===== src/rtl/mux_scan_pkg.sv =====
// ---------------------------------------------------------------------------
// mux_scan_pkg
// Shared types and constants for the 4:1 mux scan controller.
//   state_t  : controller states (IDLE, SCAN, HOLD)
//   NUM_CH   : number of mux channels scanned
//   SEL_W    : width of the channel select
//   SNAP_W   : width of the assembled snapshot
//   LAST_CH  : highest channel index
// Helper functions pick the next enabled channel from a channel mask. Only the
// MUX_SCAN_MASK_EN build of mux_scan_ctrl calls them.
// ---------------------------------------------------------------------------
package mux_scan_pkg;

  localparam int NUM_CH = 4;
  localparam int SEL_W  = 2;
  localparam int SNAP_W = 4;
  localparam logic [SEL_W-1:0] LAST_CH = 2'd3;

  typedef enum logic [1:0] {
    IDLE = 2'd0,
    SCAN = 2'd1,
    HOLD = 2'd2
  } state_t;

  // Lowest enabled channel in the mask. Returns 0 for an empty mask.
  function automatic logic [SEL_W-1:0] firstEn(input logic [SNAP_W-1:0] mask);
    logic [SEL_W-1:0] res;
    res = '0;
    for (int i = NUM_CH - 1; i >= 0; i--) begin
      if (mask[i]) res = SEL_W'(i);
    end
    return res;
  endfunction

  // True if some channel above cur is enabled.
  function automatic logic hasEnAfter(input logic [SNAP_W-1:0] mask,
                                      input logic [SEL_W-1:0] cur);
    logic res;
    res = 1'b0;
    for (int i = 0; i < NUM_CH; i++) begin
      if (i > int'(cur) && mask[i]) res = 1'b1;
    end
    return res;
  endfunction

  // Lowest enabled channel above cur.
  function automatic logic [SEL_W-1:0] nextEn(input logic [SNAP_W-1:0] mask,
                                              input logic [SEL_W-1:0] cur);
    logic [SEL_W-1:0] res;
    res = '0;
    for (int i = NUM_CH - 1; i >= 0; i--) begin
      if (i > int'(cur) && mask[i]) res = SEL_W'(i);
    end
    return res;
  endfunction

endpackage


===== src/rtl/mux_scan_ctrl_dwell_cnt.sv =====
// ---------------------------------------------------------------------------
// mux_scan_dwell_cnt
// Counts the cycles that one channel stays selected. It wraps to zero after
// DWELL cycles and pulses o_dwell_done on the last cycle of each dwell.
//   i_clk        : clock
//   i_rst        : asynchronous active-high reset
//   i_clr        : hold the count at zero. The controller asserts it whenever
//                  it is not scanning.
//   o_dwell_done : high while the count equals DWELL-1 and i_clr is low
// ---------------------------------------------------------------------------
module mux_scan_dwell_cnt #(
  parameter int DWELL = 1,
  parameter int CNT_W = 8
) (
  input  logic i_clk,
  input  logic i_rst,
  input  logic i_clr,
  output logic o_dwell_done
);

  // Reject DWELL values the counter cannot represent.
  if ((DWELL < 1) || (DWELL > 255) || ((2 ** CNT_W) <= DWELL)) begin : g_bad_param
    $error("mux_scan_dwell_cnt: DWELL must be 1..255 and below 2**CNT_W");
  end

  logic [CNT_W-1:0] r_cnt;
  logic             w_at_end;

  assign w_at_end     = (r_cnt == CNT_W'(DWELL - 1));
  assign o_dwell_done = w_at_end && !i_clr;

  // Free-running dwell counter. It wraps at DWELL-1 so consecutive channels
  // get equal dwell without an extra clear cycle between them.
  always_ff @(posedge i_clk or posedge i_rst) begin
    if (i_rst) begin
      r_cnt <= '0;
    end else if (i_clr || w_at_end) begin
      r_cnt <= '0;
    end else begin
      r_cnt <= r_cnt + CNT_W'(1);
    end
  end

endmodule


===== src/rtl/mux_scan_ctrl.sv =====
// ---------------------------------------------------------------------------
// mux_scan_ctrl
// Upstream controller for a 4:1 single-bit mux. It steps o_sel through the
// channels and holds each one for DWELL cycles. At the end of each dwell it
// samples i_mux_out. It then offers the assembled 4-bit snapshot on a
// valid/ready port.
//   i_clk / i_rst  : clock, asynchronous active-high reset
//   i_start        : scan request, accepted only in IDLE
//   i_cont         : continuous mode, sampled at each snapshot handshake
//   o_sel          : registered channel select to the mux
//   i_mux_out      : mux output fed back for sampling
//   o_busy         : high from start acceptance until the return to IDLE
//   o_snap         : snapshot; bit i was sampled with o_sel == i
//   o_snap_valid   : snapshot available
//   i_snap_ready   : consumer accepts the snapshot
//   i_ch_mask      : (MUX_SCAN_MASK_EN only) enabled channels. Masked
//                    channels are skipped and read back as 0.
// Optional feature macro: MUX_SCAN_MASK_EN
// ---------------------------------------------------------------------------
module mux_scan_ctrl
  import mux_scan_pkg::*;
#(
  parameter int DWELL = 1,
  parameter int CNT_W = 8
) (
  input  logic              i_clk,
  input  logic              i_rst,
  input  logic              i_start,
  input  logic              i_cont,
  output logic [SEL_W-1:0]  o_sel,
  input  logic              i_mux_out,
  output logic              o_busy,
  output logic [SNAP_W-1:0] o_snap,
  output logic              o_snap_valid,
  input  logic              i_snap_ready
`ifdef MUX_SCAN_MASK_EN
  ,
  input  logic [SNAP_W-1:0] i_ch_mask
`endif
);

  state_t            r_state;
  logic [NUM_CH-2:0] r_shadow;
  logic [SNAP_W-1:0] w_capture;
  logic [SNAP_W-1:0] w_snap_next;
  logic [SEL_W-1:0]  w_first_sel;
  logic [SEL_W-1:0]  w_next_sel;
  logic              w_last_ch;
  logic              w_empty;
  logic              w_dwell_done;
  logic              w_cnt_clr;

  assign w_cnt_clr = (r_state != SCAN);

  mux_scan_dwell_cnt #(
    .DWELL (DWELL),
    .CNT_W (CNT_W)
  ) u_dwell_cnt (
    .i_clk        (i_clk),
    .i_rst        (i_rst),
    .i_clr        (w_cnt_clr),
    .o_dwell_done (w_dwell_done)
  );

  // Shadow bits merged with the live sample for the current channel. On the
  // last channel this is the full snapshot. On earlier channels its low bits
  // become the new shadow.
  always_comb begin
    w_capture        = {1'b0, r_shadow};
    w_capture[o_sel] = i_mux_out;
  end

`ifdef MUX_SCAN_MASK_EN
  logic [SNAP_W-1:0] r_mask;

  // Channel ordering follows the latched mask. The first channel comes from
  // the live mask, because the mask is latched on the same edge.
  assign w_first_sel = firstEn(i_ch_mask);
  assign w_next_sel  = nextEn(r_mask, o_sel);
  assign w_last_ch   = !hasEnAfter(r_mask, o_sel);
  assign w_empty     = (r_mask == '0);
  assign w_snap_next = w_capture & r_mask;

  // Latch the channel mask at every scan start, including continuous restarts.
  always_ff @(posedge i_clk or posedge i_rst) begin
    if (i_rst) begin
      r_mask <= '0;
    end else if ((r_state == IDLE && i_start) ||
                 (r_state == HOLD && i_snap_ready && i_cont)) begin
      r_mask <= i_ch_mask;
    end
  end
`else
  // All four channels are scanned in order.
  assign w_first_sel = '0;
  assign w_next_sel  = o_sel + SEL_W'(1);
  assign w_last_ch   = (o_sel == LAST_CH);
  assign w_empty     = 1'b0;
  assign w_snap_next = w_capture;
`endif

  // Scan FSM with registered outputs. The snapshot is written only when a
  // scan completes, so it keeps its value through and after the handshake.
  // An empty mask completes the scan on the first SCAN cycle with a zero
  // snapshot.
  always_ff @(posedge i_clk or posedge i_rst) begin
    if (i_rst) begin
      r_state      <= IDLE;
      o_sel        <= '0;
      o_busy       <= 1'b0;
      o_snap       <= '0;
      o_snap_valid <= 1'b0;
      r_shadow     <= '0;
    end else begin
      case (r_state)
        IDLE: begin
          if (i_start) begin
            r_state <= SCAN;
            o_sel   <= w_first_sel;
            o_busy  <= 1'b1;
          end
        end
        SCAN: begin
          if (w_empty) begin
            o_snap       <= '0;
            o_snap_valid <= 1'b1;
            o_sel        <= '0;
            r_state      <= HOLD;
          end else if (w_dwell_done) begin
            if (w_last_ch) begin
              o_snap       <= w_snap_next;
              o_snap_valid <= 1'b1;
              o_sel        <= '0;
              r_state      <= HOLD;
            end else begin
              r_shadow <= w_capture[NUM_CH-2:0];
              o_sel    <= w_next_sel;
            end
          end
        end
        HOLD: begin
          if (i_snap_ready) begin
            o_snap_valid <= 1'b0;
            if (i_cont) begin
              r_state <= SCAN;
              o_sel   <= w_first_sel;
            end else begin
              r_state <= IDLE;
              o_busy  <= 1'b0;
            end
          end
        end
        default: begin
          r_state <= IDLE;
        end
      endcase
    end
  end

endmodule


===== config.mk =====
export PLATFORM = sky130hd
export DESIGN_NAME = mux_scan_ctrl
export DESIGN_NICKNAME = d
export VERILOG_FILES = /design/src/rtl/mux_scan_pkg.sv /design/src/rtl/mux_scan_ctrl_dwell_cnt.sv /design/src/rtl/mux_scan_ctrl.sv
export SDC_FILE = /design/constraint.sdc
export NUM_CORES = 1
export LEC_CHECK = 0
export ABC_AREA = 0
export BUFFER_PORTS_ARGS = -buffer_cell sky130_fd_sc_hd__buf_2
export CORE_UTILIZATION = 35
export CTS_CLUSTER_DIAMETER = 50
export DETAILED_ROUTE_END_ITERATION = 7
export GPL_TIMING_DRIVEN = 0
export SETUP_SLACK_MARGIN = 0.3
export SLEW_MARGIN = 25
export SYNTH_ARGS = -nofsm -noshare
export SYNTH_HDL_FRONTEND = slang
export SYNTH_HIERARCHICAL = 1
export SYNTH_SLANG_ARGS = --single-unit

===== constraint.sdc =====
create_clock -name i_clk -period 2 [get_ports i_clk]
set_clock_uncertainty 0.15 [all_clocks]
set_input_delay 0.2 -clock i_clk [delete_from_list [all_inputs] [get_ports i_clk]]
set_output_delay 0.2 -clock i_clk [all_outputs]
set_load 0.01 [all_outputs]

==> results_tabular.tex, run 1 <==
\begin{tabular}{lr}
\hline
Metric & Value \\
\hline
\multicolumn{2}{l}{\textbf{Pwr}} \\
Switching power share of the total & 36.9\% \\
Part of the power in combinational logic & 51.1\% \\
Power density of the placed cells & 1250 nW/um\^{}2 \\
Clk pwr share & about an eighth \\
Cell-internal power & 1.09 mW \\
Worst supply voltage drop on vdd & 853 uV \\
Flop pwr share & 37.0\% \\
Leak pwr & between 0.6 and 0.7 nW \\
Net Switching & 0.639 mW \\
\multicolumn{2}{l}{\textbf{Finish}} \\
Post-synthesis to final-layout area growth & 29.5\% \\
Final net count & between 100 and 150 \\
Antenna diodes & 0 \\
Final design area excluding fillers & 1380 um\^{}2 \\
Number of fill cells in the layout & 271 \\
Layout cells sized above 1 & approximately 38\% \\
\multicolumn{2}{l}{\textbf{STA}} \\
Top achievable clock speed & 507 MHz \\
Rel. slew slack & 65.7\% \\
Setup repair after global routing missed its margin & true \\
Max Transition Viols Final & 0 \\
Tightest hold margin & around 0.039 ns \\
Post-route minimum period & about 2.0 ns \\
Fraction of the cycle the final worst path needs & a little over nine tenths \\
Actual transition at the worst max-transition pin & 0.515 ns \\
Finish-stage setup viols & 0 \\
Fin. Hold Viols & 0 \\
\multicolumn{2}{l}{\textbf{Synthesis}} \\
Number of flops mapped to enable cells by yosys & 0 \\
Sequential area share after synthesis & between 40\% and 50\% \\
Leading register cell type out of synthesis & dfrtp\_1 \\
Post-Synthesis Mean Instance Area & 10.3 um\^{}2 \\
Netlist cell types & 26 \\
Ys Warns & 6 \\
Register bit total from synthesis & 21 \\
Cell area after synthesis & between 1000 and 1500 um\^{}2 \\
Async set or reset register ratio after synthesis & 100\% \\
Gate Count Post-Synth & 104 \\
Total nets after synthesis & 116 \\
\multicolumn{2}{l}{\textbf{Drt}} \\
Vias after detailed routing & 825 \\
Number of vias per cell & $\sim$5.0 \\
Average wire length per cell after detail routing & 13.1 um \\
Total iterations of the first detailed-routing run & 4 \\
Drc violations & 0 \\
WL final & 2150 um \\
Antenna-violating nets left & 0 \\
Iter 0 DRT Violations & 15 \\
\multicolumn{2}{l}{\textbf{Global routing}} \\
Number of antenna violations at the first check in global routing & 0 \\
Residual overflow from global routing & 0 \\
Maximum number of pins on one net before global-route repair & 14 \\
Via count of the first global-routing pass & 811 \\
Aggregate global-route resource usage & about 14\% \\
Global-route wire length before repair & 3510 um \\
\multicolumn{2}{l}{\textbf{CTS}} \\
Clock latency reported for the late side of the worst-skew pair & roughly 0.31 ns \\
CTS Root Buffer Type & clkbuf\_4 \\
Clock tree from TritonCTS & done \\
CTS Buf Count & 3 \\
H-tree levels & 1 \\
CTS Buffer Depth & 2 \\
Clock sink count & 21 \\
Clock-pin transition on the worst setup and hold timing paths & 0.12 ns \\
\multicolumn{2}{l}{\textbf{Min path}} \\
Class of the tightest hold or removal check & input port to flop \\
\multicolumn{2}{l}{\textbf{Die}} \\
Rows & 19 \\
IO Count & 14 \\
Die height & 57.2 um \\
Horizontal die dimension & between 50 and 60 um \\
Initial standard-cell utilization of the core & a little under two fifths \\
Core footprint & 2830 um\^{}2 \\
Overall die area & roughly 3300 um\^{}2 \\
\multicolumn{2}{l}{\textbf{Setup path}} \\
Crit-path max FO & 4 \\
Critical Path RT & 2.06 ns \\
Crit start category & flop \\
Critical path data arrival time & 2.03 ns \\
Worst Path Class, Setup & flop to flop \\
Critical path capture point type & flop \\
\multicolumn{2}{l}{\textbf{Placed design}} \\
Instance area after placement & 1190 um\^{}2 \\
Routability congestion estimate & 0.798 \\
Port buffer count & 13 \\
DPL Wire Length & 1470 um \\
\multicolumn{2}{l}{\textbf{Outcome}} \\
Status & finished, final reports clean \\
\multicolumn{2}{l}{\textbf{Flow run}} \\
Max-cap viol count & 0 \\
\hline
\end{tabular}
## cell families after synthesis
| kind of cell | after synthesis | synth area share, % |
|---|---|---|
| and+or+nand+nor | 36 | 18.7 |
| DFF | 21 | 49.3 |
| AOI/OAI and AO/OA | 18 | 9.39 |
| buffers and inverters | 11 | 4.23 |
| muxes | 9 | 8.92 |
| adders and majority gates | 6 | 7.04 |
| xor gates and xnor gates | 3 | 2.47 |
## critical path, cell delays in order (launching register included)
cell and delay, ns:
dfrtp_1 0.41, inv_2 0.07, ha_4 0.12, nor4b_4 0.21
nand2_1 0.13, nor2_4 0.13, and4bb_4 0.30, nand2_2 0.07
mux2_4 0.30
## cell usage after synthesis (2+ instances only)
cell / instances / area share, %
mux2_1: 3 / 3.2
nor2_1: 7 / 2.5
inv_1: 10 / 3.5
nand3_1: 5 / 2.3
or3_1: 3 / 1.8
dfrtp_1: 21 / 49
a21oi_1: 4 / 1.9
mux2i_1: 5 / 4.7
o21ai_0: 11 / 5.2
ha_1: 6 / 7.0
xor2_1: 2 / 1.6
nand2_1: 13 / 4.6
## state kept, by name (all words and copies together) (netlist names)
| register | cells |
|---|---|
| u_dwell_cnt/r_cnt | 8 |
| o_snap_valid | 1 |
| o_sel | 2 |
| o_snap | 4 |
| r_state | 2 |
| r_shadow | 3 |
| o_busy | 1 |
## metrics by stage
| step | power [mW] | std cells | worst slack (ns) | utilization (%) | TNS, ns |
|---|---|---|---|---|---|
| global placement | 1.22 | 148 | -0.0602 | 42.0 | -0.165 |
| finish | 1.73 | 164 | 0.0257 | 48.8 | 0 |
| detailed placement | 1.24 | 148 | -0.110 | 42.0 | -0.368 |
| floorplan | 1.07 | 104 | 0.0986 | - | 0 |
| global route | 1.85 | 164 | -0.0324 | 48.8 | -0.109 |
| CTS | 1.65 | 161 | -0.00352 | 47.6 | -0.00745 |
## timing repair
action	in CTS	in global routing
hold endpoints to repair	22	0
buffers inserted	6	3
gates cloned	1	0
setup endpoints to repair	11	12
resized for setup	18	6
hold buffers	2	0
pin swaps	11	3
## power groups by stage
stage	logic, mW	clock network (mW)	registers (mW)
final	0.884	0.206	0.641
after global routing	0.963	0.235	0.655
after CTS	0.798	0.215	0.639
after detailed placement	0.597	0	0.644
after global placement	0.587	0	0.637
after floorplan	0.402	0	0.666
## layer usage
| metal | global-route usage, % | share of wire [%] | vias to the layer above |
|---|---|---|---|
| li1 | - | - | 413 |
| met1 | 16.5 | 45 | 401 |
| met2 | 25.4 | 53 | 9 |
| met3 | 4.76 | 2.3 | 2 |
| met4 | 3.14 | 0.60 | 0 |
| met5 | 0 | 0 | - |
## cell type report
class | instances | area [um^2] | share of cell area (%)
multi-input combinational | 73 | 583 | 42.2
sequential | 21 | 529 | 38.4
timing repair buffer | 24 | 156 | 11.3
tap | 31 | 38.8 | 2.81
inverter | 10 | 37.5 | 2.72
clock buffer | 3 | 22.5 | 1.63
buffer | 1 | 7.51 | 0.544
clock inverter | 1 | 5.00 | 0.363
## final timing paths
check                                               start                             end  slack, ns  cells past startpoint
max in group asynchronous                           i_rst           o_snap[1]$_DFFE_PP0P_       1.04                      3
min reg2reg                         o_snap[2]$_DFFE_PP0P_           o_snap[2]$_DFFE_PP0P_       0.35                      2
max reg2reg                u_dwell_cnt/r_cnt[1]$_DFF_PP0_         r_shadow[1]$_DFFE_PP0P_       0.03                      8
max                        u_dwell_cnt/r_cnt[1]$_DFF_PP0_         r_shadow[1]$_DFFE_PP0P_       0.03                      8
min                                               i_start          r_state[0]$_DFFE_PP0P_       0.04                      3
min in group asynchronous                           i_rst  u_dwell_cnt/r_cnt[4]$_DFF_PP0_       0.23                      3
## cell usage in the layout, fill, tap and decap left out, drive strengths merged, types with 2 or more instances in the layout
cell type    instances
a21oi                5
buf                 23
clkbuf               3
dfrtp               21
dlygate4sd3          2
ha                   6
inv                 10
mux2                 4
mux2i                5
nand2               13
nand3                5
nand4b               3
nor2                 7
o21ai               11
or3                  3
xor2                 2
Note: power is estimated with default switching activity, not from simulation.
==> run 2, diff against run 1 <==
CORE_MARGIN = 2   (was unset)
==> run 2 against run 1 <==
Critical path depth unchanged. Combinational power decreased by 9.3%. Global-route usage decreased by 0.39 points. Critical path type unchanged. Critical endpoint is now r_shadow[0]$_DFFE_PP0P_. Largest cell class unchanged. Largest power group unchanged.
==> results_tabular.tex, run 2 (synthesis gave the netlist of run 1 again) <==
\begin{tabular}{lr}
\hline
Metric & Value \\
\hline
\multicolumn{2}{l}{\textbf{Placed design}} \\
DPL Wire Length & 1420 um (-3.5\%) \\
Routability congestion estimate & 0.744 (-6.8\%) \\
Port buffer count & 13 (unchanged) \\
Worst setup slack before clock tree synthesis & -0.0803 ns (+0.0298 ns) \\
\multicolumn{2}{l}{\textbf{CTS}} \\
Clock latency reported for the late side of the worst-skew pair & 0.31 ns (about the same) \\
H-tree levels & 1 (unchanged) \\
CTS Buf Count & 3 (unchanged) \\
Clock tree from TritonCTS & done \\
Clock sink count & 21 (unchanged) \\
CTS Buffer Depth & 2 (unchanged) \\
Clock-pin transition on the worst setup and hold timing paths & 0.12 ns (about the same) \\
CTS Root Buffer Type & clkbuf\_4 \\
\multicolumn{2}{l}{\textbf{Global routing}} \\
Via count of the first global-routing pass & 821 (+1.2\%) \\
Residual overflow from global routing & 0 (unchanged) \\
Aggregate global-route resource usage & 13.8\% (-0.39 points) \\
Global-route wire length before repair & 3620 um (+3.3\%) \\
Number of antenna violations at the first check in global routing & 0 (unchanged) \\
Maximum number of pins on one net before global-route repair & 14 (unchanged) \\
\multicolumn{2}{l}{\textbf{STA}} \\
Post-route minimum period & 1.93 ns (-0.0445 ns) \\
Finish-stage setup viols & 0 (unchanged) \\
Rel. slew slack & 67.8\% (+2.1 points) \\
Fin. Hold Viols & 0 (unchanged) \\
Tightest hold margin & 0.0463 ns (+0.00719 ns) \\
Max Transition Viols Final & 0 (unchanged) \\
Setup slack after layout & 0.0701 ns (+0.0445 ns) \\
Setup repair after global routing missed its margin & true \\
Actual transition at the worst max-transition pin & 0.483 ns (-0.0321 ns) \\
Top achievable clock speed & 518 MHz (+2.3\%) \\
Fraction of the cycle the final worst path needs & 96.5\% (-2.2 points) \\
\multicolumn{2}{l}{\textbf{Finish}} \\
Largest register by flop count & u\_dwell\_cnt/r\_cnt \\
Layout cells sized above 1 & 32.1\% (-5.5 points) \\
Biggest regs & u\_dwell\_cnt/r\_cnt x8, o\_snap x4, r\_shadow x3 \\
Final net count & 144 (-1.4\%) \\
Commonest non-fill, non-tap cells in the layout & dfrtp\_1, buf\_2, nand2\_1, inv\_1, o21ai\_0 \\
Antenna diodes & 0 (unchanged) \\
Leading cell type in the layout, fill and taps excluded & dfrtp\_1 \\
Post-synthesis to final-layout area growth & 26.5\% \\
Number of flip-flops under the largest register name & 8 (unchanged) \\
Number of fill cells in the layout & 286 (+5.5\%) \\
\multicolumn{2}{l}{\textbf{Pwr}} \\
Cell-internal power & 1.04 mW (-4.8\%) \\
Worst supply voltage drop on vdd & 683 uV (-20\%) \\
Part of the power in combinational logic & 48.6\% (-2.5 points) \\
Leak pwr & 0.669 nW (-1.1\%) \\
Clk pwr share & 12.6\% (+0.7 points) \\
Switching power share of the total & 36.9\% (about the same) \\
Flop pwr share & 38.8\% (+1.8 points) \\
Power density of the placed cells & 1220 nW/um\^{}2 (-2.5\%) \\
Net Switching & 0.609 mW (-4.7\%) \\
\multicolumn{2}{l}{\textbf{Drt}} \\
Drc violations & 0 (unchanged) \\
WL final & 2070 um (-3.6\%) \\
Average wire length per cell after detail routing & 12.6 um (-3.6\%) \\
Antenna-violating nets left & 0 (unchanged) \\
Vias after detailed routing & 825 (unchanged) \\
Number of vias per cell & 5.03 (unchanged) \\
Iter 0 DRT Violations & 9 (-6) \\
Total iterations of the first detailed-routing run & 4 (unchanged) \\
\multicolumn{2}{l}{\textbf{Setup path}} \\
Critical path data arrival time & 1.99 ns (-0.04 ns) \\
Path depth of the worst reg2reg path & 8 (unchanged) \\
Critical path capture point type & flop \\
Critical Path RT & 2.06 ns (about the same) \\
Crit start category & flop \\
Crit-path max FO & 4 (unchanged) \\
Worst Path Class, Setup & flop to flop \\
\multicolumn{2}{l}{\textbf{Die}} \\
Overall die area & 3500 um\^{}2 (+7.1\%) \\
Rows & 20 (+1) \\
Die height & 59.2 um (+3.5\%) \\
IO Count & 14 (unchanged) \\
Horizontal die dimension & 59.2 um (+3.5\%) \\
Core footprint & 2980 um\^{}2 (+5.3\%) \\
Initial standard-cell utilization of the core & 35.8\% (-1.9 points) \\
\multicolumn{2}{l}{\textbf{Outcome}} \\
Status & finished, final reports clean \\
\multicolumn{2}{l}{\textbf{Flow run}} \\
Max-cap viol count & 0 (unchanged) \\
\multicolumn{2}{l}{\textbf{Min path}} \\
Class of the tightest hold or removal check & input port to flop \\
Number of cells traversed by the worst hold path & 3 (unchanged) \\
\hline
\end{tabular}
[run 2: cell count changes in the layout (fill, tap and decap cells not counted), sizes merged]
| cell | change |
|---|---|
| nand4b | -1 |
| buf | -1 |
[run 2: layout make-up]
cell class	instances	area (um^2)	area share, %
buffer	1	7.51	0.557
inverter	10	37.5	2.78
clock inverter	1	5.00	0.371
clock buffer	3	22.5	1.67
timing repair buffer	23	156	11.6
multi-input combinational	72	552	40.9
sequential	21	527	39.1
tap	33	41.3	3.06
[run 2: stage by stage]
step / instance area (um^2) / TNS [ns] / total power, mW / cells / util, %
5_1_grt: 1350 / -0.105 / 1.79 / 164 / 45.3
4_1_cts: 1330 / 0 / 1.60 / 163 / 44.6
3_5_place_dp: 1190 / -0.236 / 1.24 / 150 / 40.0
2_1_floorplan: 1080 / 0 / 1.07 / 104 / -
3_3_place_gp: 1190 / -0.138 / 1.22 / 150 / 40.0
6_report: 1350 / 0 / 1.65 / 164 / 45.3
[run 2: worst paths after layout]
path | from | endpoint | slack (ns)
hold / removal | i_start | o_busy$_DFFE_PP0P_ | 0.05
setup reg to reg | u_dwell_cnt/r_cnt[0]$_DFF_PP0_ | r_shadow[0]$_DFFE_PP0P_ | 0.07
max in group asynchronous | i_rst | r_state[0]$_DFFE_PP0P_ | 1.08
hold reg to reg | o_snap[1]$_DFFE_PP0P_ | o_snap[1]$_DFFE_PP0P_ | 0.34
min in group asynchronous | i_rst | u_dwell_cnt/r_cnt[4]$_DFF_PP0_ | 0.24
setup / recovery | u_dwell_cnt/r_cnt[0]$_DFF_PP0_ | r_shadow[0]$_DFFE_PP0P_ | 0.07
[run 2: critical path: stages (launching register included)]
cell and delay (ns):
dfrtp_1 0.39, inv_1 0.05, ha_1 0.14, nor4b_4 0.20
nand2_1 0.13, nor2_4 0.12, and4bb_4 0.28, nand2_2 0.07
mux2_4 0.29
[run 2: layer usage]
layer  up-vias  global-route usage, %  wire length [um]  share of wire (%)
li1        408                      -                 -                  -
met1       404                   16.4               885                 43
met2        11                   23.7              1110                 53
met3         2                   4.59                71                3.4
met4         0                   3.90                11               0.53
met5         -                      0                 0                  0
[run 2: power groups by stage]
stage | Clock (mW) | Combinational (mW) | Sequential (mW)
floorplan | 0 | 0.402 | 0.666
global placement | 0 | 0.586 | 0.636
detailed placement | 0 | 0.595 | 0.647
CTS | 0.219 | 0.742 | 0.641
global route | 0.242 | 0.886 | 0.658
finish | 0.207 | 0.802 | 0.641
[run 2: timing repair]
item                                    4_1_cts  5_1_grt
buffers inserted                              7        1
hold buffers                                  2        0
endpoints found under the hold margin        22        0
resized for setup                            10        6
pin swaps                                     2        0
endpoints found under the setup margin       11       12
==> run 3, diff against run 2 <==
ABC_AREA = 1   (was 0)
==> run 3 against run 2 <==
Sequential share of layout area shrank 3.1 points. Global-route usage shrank 0.56 points. Non-clock buffer count shrank 3. Combinational power shrank 5.6%. Worst hold slack gained 0.054 ns. Wire length grew 17%. Critical path type unchanged. Largest cell class unchanged.
==> results_tabular.tex, run 3 <==
\begin{tabular}{lr}
\hline
Metric & Value \\
\hline
\multicolumn{2}{l}{\textbf{Die}} \\
IO Count & 14 (unchanged) \\
Rows & 21 (+5.0\%) \\
Core footprint & 3310 um\^{}2 (+11\%) \\
Horizontal die dimension & 62.6 um (+5.8\%) \\
Die height & 62.6 um (+5.8\%) \\
Overall die area & 3920 um\^{}2 (+12\%) \\
Initial standard-cell utilization of the core & 36.3\% (+0.52 points) \\
\multicolumn{2}{l}{\textbf{Finish}} \\
Final net count & 200 (+39\%) \\
Biggest regs & u\_dwell\_cnt/r\_cnt x8, o\_snap x4, r\_shadow x3 \\
Leading cell type in the layout, fill and taps excluded & nand2\_1 \\
Post-synthesis to final-layout area growth & 22.2\% \\
Number of flip-flops under the largest register name & 8 (unchanged) \\
Commonest non-fill, non-tap cells in the layout & nand2\_1, inv\_1, dfrtp\_1, nor2\_1, buf\_2 \\
Layout cells sized above 1 & 26.2\% (-5.9 points) \\
Antenna diodes & 0 (unchanged) \\
Largest register by flop count & u\_dwell\_cnt/r\_cnt \\
Final design utilization & 44.4\% (-0.93 points) \\
\multicolumn{2}{l}{\textbf{Setup path}} \\
Critical path data arrival time & 1.74 ns (-0.25 ns) \\
Delay-heaviest family, CP & simple AND/OR/NAND/NOR gates \\
Most frequent cell on the critical path & nand2\_1 \\
Worst Path Class, Setup & flop to flop \\
Path depth of the worst reg2reg path & 12 (+4) \\
Delay of the slowest critical-path stage & 0.41 ns (+0.02 ns) \\
Crit-path max FO & 4 (unchanged) \\
Worst flop-to-flop path startpoint & u\_dwell\_cnt/r\_cnt[0]\$\_DFF\_PP0\_ \\
Critical path capture point type & flop \\
Crit start category & flop \\
Critical R2R Capture & o\_sel[1]\$\_DFFE\_PP0P\_ \\
Crit-path slowest cell & dfrtp\_1 \\
Critical Path RT & 2.11 ns (+0.05 ns) \\
Reg2Reg Setup Slack & 0.36 ns (+0.29 ns) \\
Ordered cell list for the critical path & inv\_2, ha\_4, nand2\_2, nor2\_2, nand2\_2, nor2\_4, inv\_2, nand3\_2, nand2\_1, nor2\_2, nand2\_1, nand2\_1 \\
Buf+Inv Stages, Crit Path & 2 (+1) \\
\multicolumn{2}{l}{\textbf{Drt}} \\
WL met2 & 1310 um (+18\%) \\
Met1 Wirelength & 1040 um (+17\%) \\
Antenna-violating nets left & 0 (unchanged) \\
Average wire length per cell after detail routing & 10.4 um (-17\%) \\
Total iterations of the first detailed-routing run & 4 (unchanged) \\
Highest Signal Layer & met4 \\
Vias after detailed routing & 1040 (+26\%) \\
Routed length on met3 & 78 um (+9.9\%) \\
WL final & 2430 um (+17\%) \\
Drc violations & 0 (unchanged) \\
Iter 0 DRT Violations & 44 (+35) \\
Number of vias per cell & 4.46 (-11\%) \\
\multicolumn{2}{l}{\textbf{Global routing}} \\
Via count of the first global-routing pass & 1001 (+22\%) \\
Aggregate global-route resource usage & 13.3\% (-0.56 points) \\
Global-route wire length before repair & 4200 um (+16\%) \\
Maximum number of pins on one net before global-route repair & 14 (unchanged) \\
Residual overflow from global routing & 0 (unchanged) \\
Number of antenna violations at the first check in global routing & 0 (unchanged) \\
\multicolumn{2}{l}{\textbf{STA}} \\
Rel. slew slack & 65.1\% (-2.7 points) \\
Fraction of the cycle the final worst path needs & 81.8\% (-15 points) \\
Max Transition Viols Final & 0 (unchanged) \\
Setup total negative slack & 0 ns (unchanged) \\
Post-route minimum period & 1.64 ns (-0.295 ns) \\
Tightest hold margin & 0.101 ns (+0.0544 ns) \\
Finish-stage setup viols & 0 (unchanged) \\
Setup repair after global routing missed its margin & true \\
Actual transition at the worst max-transition pin & 0.523 ns (+0.0408 ns) \\
Fin. Hold Viols & 0 (unchanged) \\
Top achievable clock speed & 611 MHz (+18\%) \\
\multicolumn{2}{l}{\textbf{Placed design}} \\
Port buffer count & 13 (unchanged) \\
DPL Wire Length & 1790 um (+27\%) \\
Routability congestion estimate & 0.809 (+8.8\%) \\
\multicolumn{2}{l}{\textbf{Synthesis}} \\
Number of flops mapped to enable cells by yosys & 0 (unchanged) \\
Cell types with the highest counts after synthesis & nand2\_1, inv\_1, dfrtp\_1 \\
Share of the synthesized area in the top cell type & 43.7\% (-5.6 points) \\
Cell types with the largest area share after synthesis & dfrtp\_1, nand2\_1, inv\_1 \\
Gate Count Post-Synth & 162 (+56\%) \\
Post-Synthesis Mean Instance Area & 7.42 um\^{}2 (-28\%) \\
Total nets after synthesis & 174 (+50\%) \\
Ys Warns & 6 (unchanged) \\
Leading register cell type out of synthesis & dfrtp\_1 \\
Sequential area share after synthesis & 43.7\% (-5.6 points) \\
Cell with the most instances after synthesis & nand2\_1 \\
Netlist cell types & 19 (-27\%) \\
Register bit total from synthesis & 21 (unchanged) \\
Leading area contributor after synthesis & dfrtp\_1 \\
Async set or reset register ratio after synthesis & 100\% (unchanged) \\
Cell area after synthesis & 1200 um\^{}2 (+13\%) \\
\multicolumn{2}{l}{\textbf{CTS}} \\
Clock tree from TritonCTS & done \\
Clock sink count & 21 (unchanged) \\
CTS Root Buffer Type & clkbuf\_4 \\
Clock-pin transition on the worst setup and hold timing paths & 0.13 ns (about the same) \\
H-tree levels & 1 (unchanged) \\
CTS Buffer Depth & 2 (unchanged) \\
CTS Buf Count & 3 (unchanged) \\
Clock latency reported for the late side of the worst-skew pair & 0.31 ns (about the same) \\
\multicolumn{2}{l}{\textbf{Pwr}} \\
Power density of the placed cells & 1080 nW/um\^{}2 (-12\%) \\
Leak pwr & 0.776 nW (+16\%) \\
Flop pwr share & 39.0\% (+0.2 points) \\
Worst supply voltage drop on vdd & 411 uV (-40\%) \\
Part of the power in combinational logic & 47.8\% (-0.8 points) \\
Switching power share of the total & 42.6\% (+5.7 points) \\
Cell-internal power & 0.910 mW (-13\%) \\
Net Switching & 0.675 mW (+11\%) \\
Clk pwr share & 13.2\% (+0.6 points) \\
\multicolumn{2}{l}{\textbf{Outcome}} \\
Status & finished, final reports clean \\
\multicolumn{2}{l}{\textbf{Min path}} \\
Hold Crit Endpoint & o\_busy\$\_DFFE\_PP0P\_ \\
Beginning of the worst hold path & i\_cont \\
Class of the tightest hold or removal check & input port to flop \\
Number of cells traversed by the worst hold path & 4 (+1) \\
\multicolumn{2}{l}{\textbf{Flow run}} \\
Max-cap viol count & 0 (unchanged) \\
\hline
\end{tabular}
## run 3: cell families after synthesis
family,Yosys count,synth area share (%)
buffers and inverters,28,8.74
AOI/OAI and AO/OA,16,6.87
DFF,21,43.7
xor gates and xnor gates,2,1.46
adders and majority gates,6,6.24
and+or+nand+nor,89,33.0
## run 3: worst max path at each step
stage               slack (ns)  depth (start not counted)              endpoint                      startpoint
floorplan                 0.33                         11  o_sel[0]$_DFFE_PP0P_  u_dwell_cnt/r_cnt[0]$_DFF_PP0_
global placement          0.18                         11  o_sel[1]$_DFFE_PP0P_  u_dwell_cnt/r_cnt[0]$_DFF_PP0_
detailed placement        0.17                         12  o_sel[1]$_DFFE_PP0P_  u_dwell_cnt/r_cnt[0]$_DFF_PP0_
CTS                       0.32                         10  o_sel[1]$_DFFE_PP0P_          r_state[0]$_DFFE_PP0P_
global route              0.27                         12  o_sel[1]$_DFFE_PP0P_  u_dwell_cnt/r_cnt[0]$_DFF_PP0_
finish                    0.36                         12  o_sel[1]$_DFFE_PP0P_  u_dwell_cnt/r_cnt[0]$_DFF_PP0_
## run 3: worst reg2reg max path, stage by stage (launching register included)
cell	delay (ns)
dfrtp_1	0.41
inv_2	0.09
ha_4	0.14
nand2_2	0.05
nor2_2	0.08
nand2_2	0.09
nor2_4	0.11
inv_2	0.08
nand3_2	0.07
nand2_1	0.07
nor2_2	0.12
nand2_1	0.06
nand2_1	0.07
## run 3: power by group through the flow
stage	logic (mW)	registers, mW	clock network (mW)
CTS	0.717	0.625	0.218
finish	0.757	0.618	0.209
global route	0.851	0.639	0.239
global placement	0.654	0.627	0
detailed placement	0.672	0.634	0
floorplan	0.463	0.658	0
## run 3: repair_timing
action | CTS | global route
cloned | 0 | 0
gates resized for setup | 5 | 9
hold buffers | 3 | 0
buffers inserted | 3 | 2
pin swaps | 3 | 4
setup endpoints to repair | 9 | 7
endpoints found under the hold margin | 23 | 0
## run 3: per-stage QoR
stage                     worst slack [ns]  instances  power (mW)  cell area, um^2
after floorplan                      0.328        162        1.12             1200
after global placement               0.184        221        1.28             1330
after detailed placement             0.167        221        1.31             1330
after CTS                            0.317        231        1.56             1430
after global routing                 0.268        233        1.73             1470
final                                0.365        233        1.58             1470
## run 3: per-layer routing
metal  track usage, %  vias to the layer above
met5                0                        -
met4             1.67                        0
met3             3.24                        2
met2             26.5                       13
met1             14.2                      484
li1                 -                      541
## run 3: area by class of cell
| cell class | instances | area [um^2] |
|---|---|---|
| Clock buffer | 3 | 22.5 |
| Clock inverter | 1 | 5.00 |
| Fill cell | 353 | 1840 |
| Inverter | 28 | 108 |
| Multi-Input combinational cell | 113 | 616 |
| Sequential cell | 21 | 528 |
| Tap cell | 46 | 57.6 |
| Timing Repair Buffer | 21 | 133 |
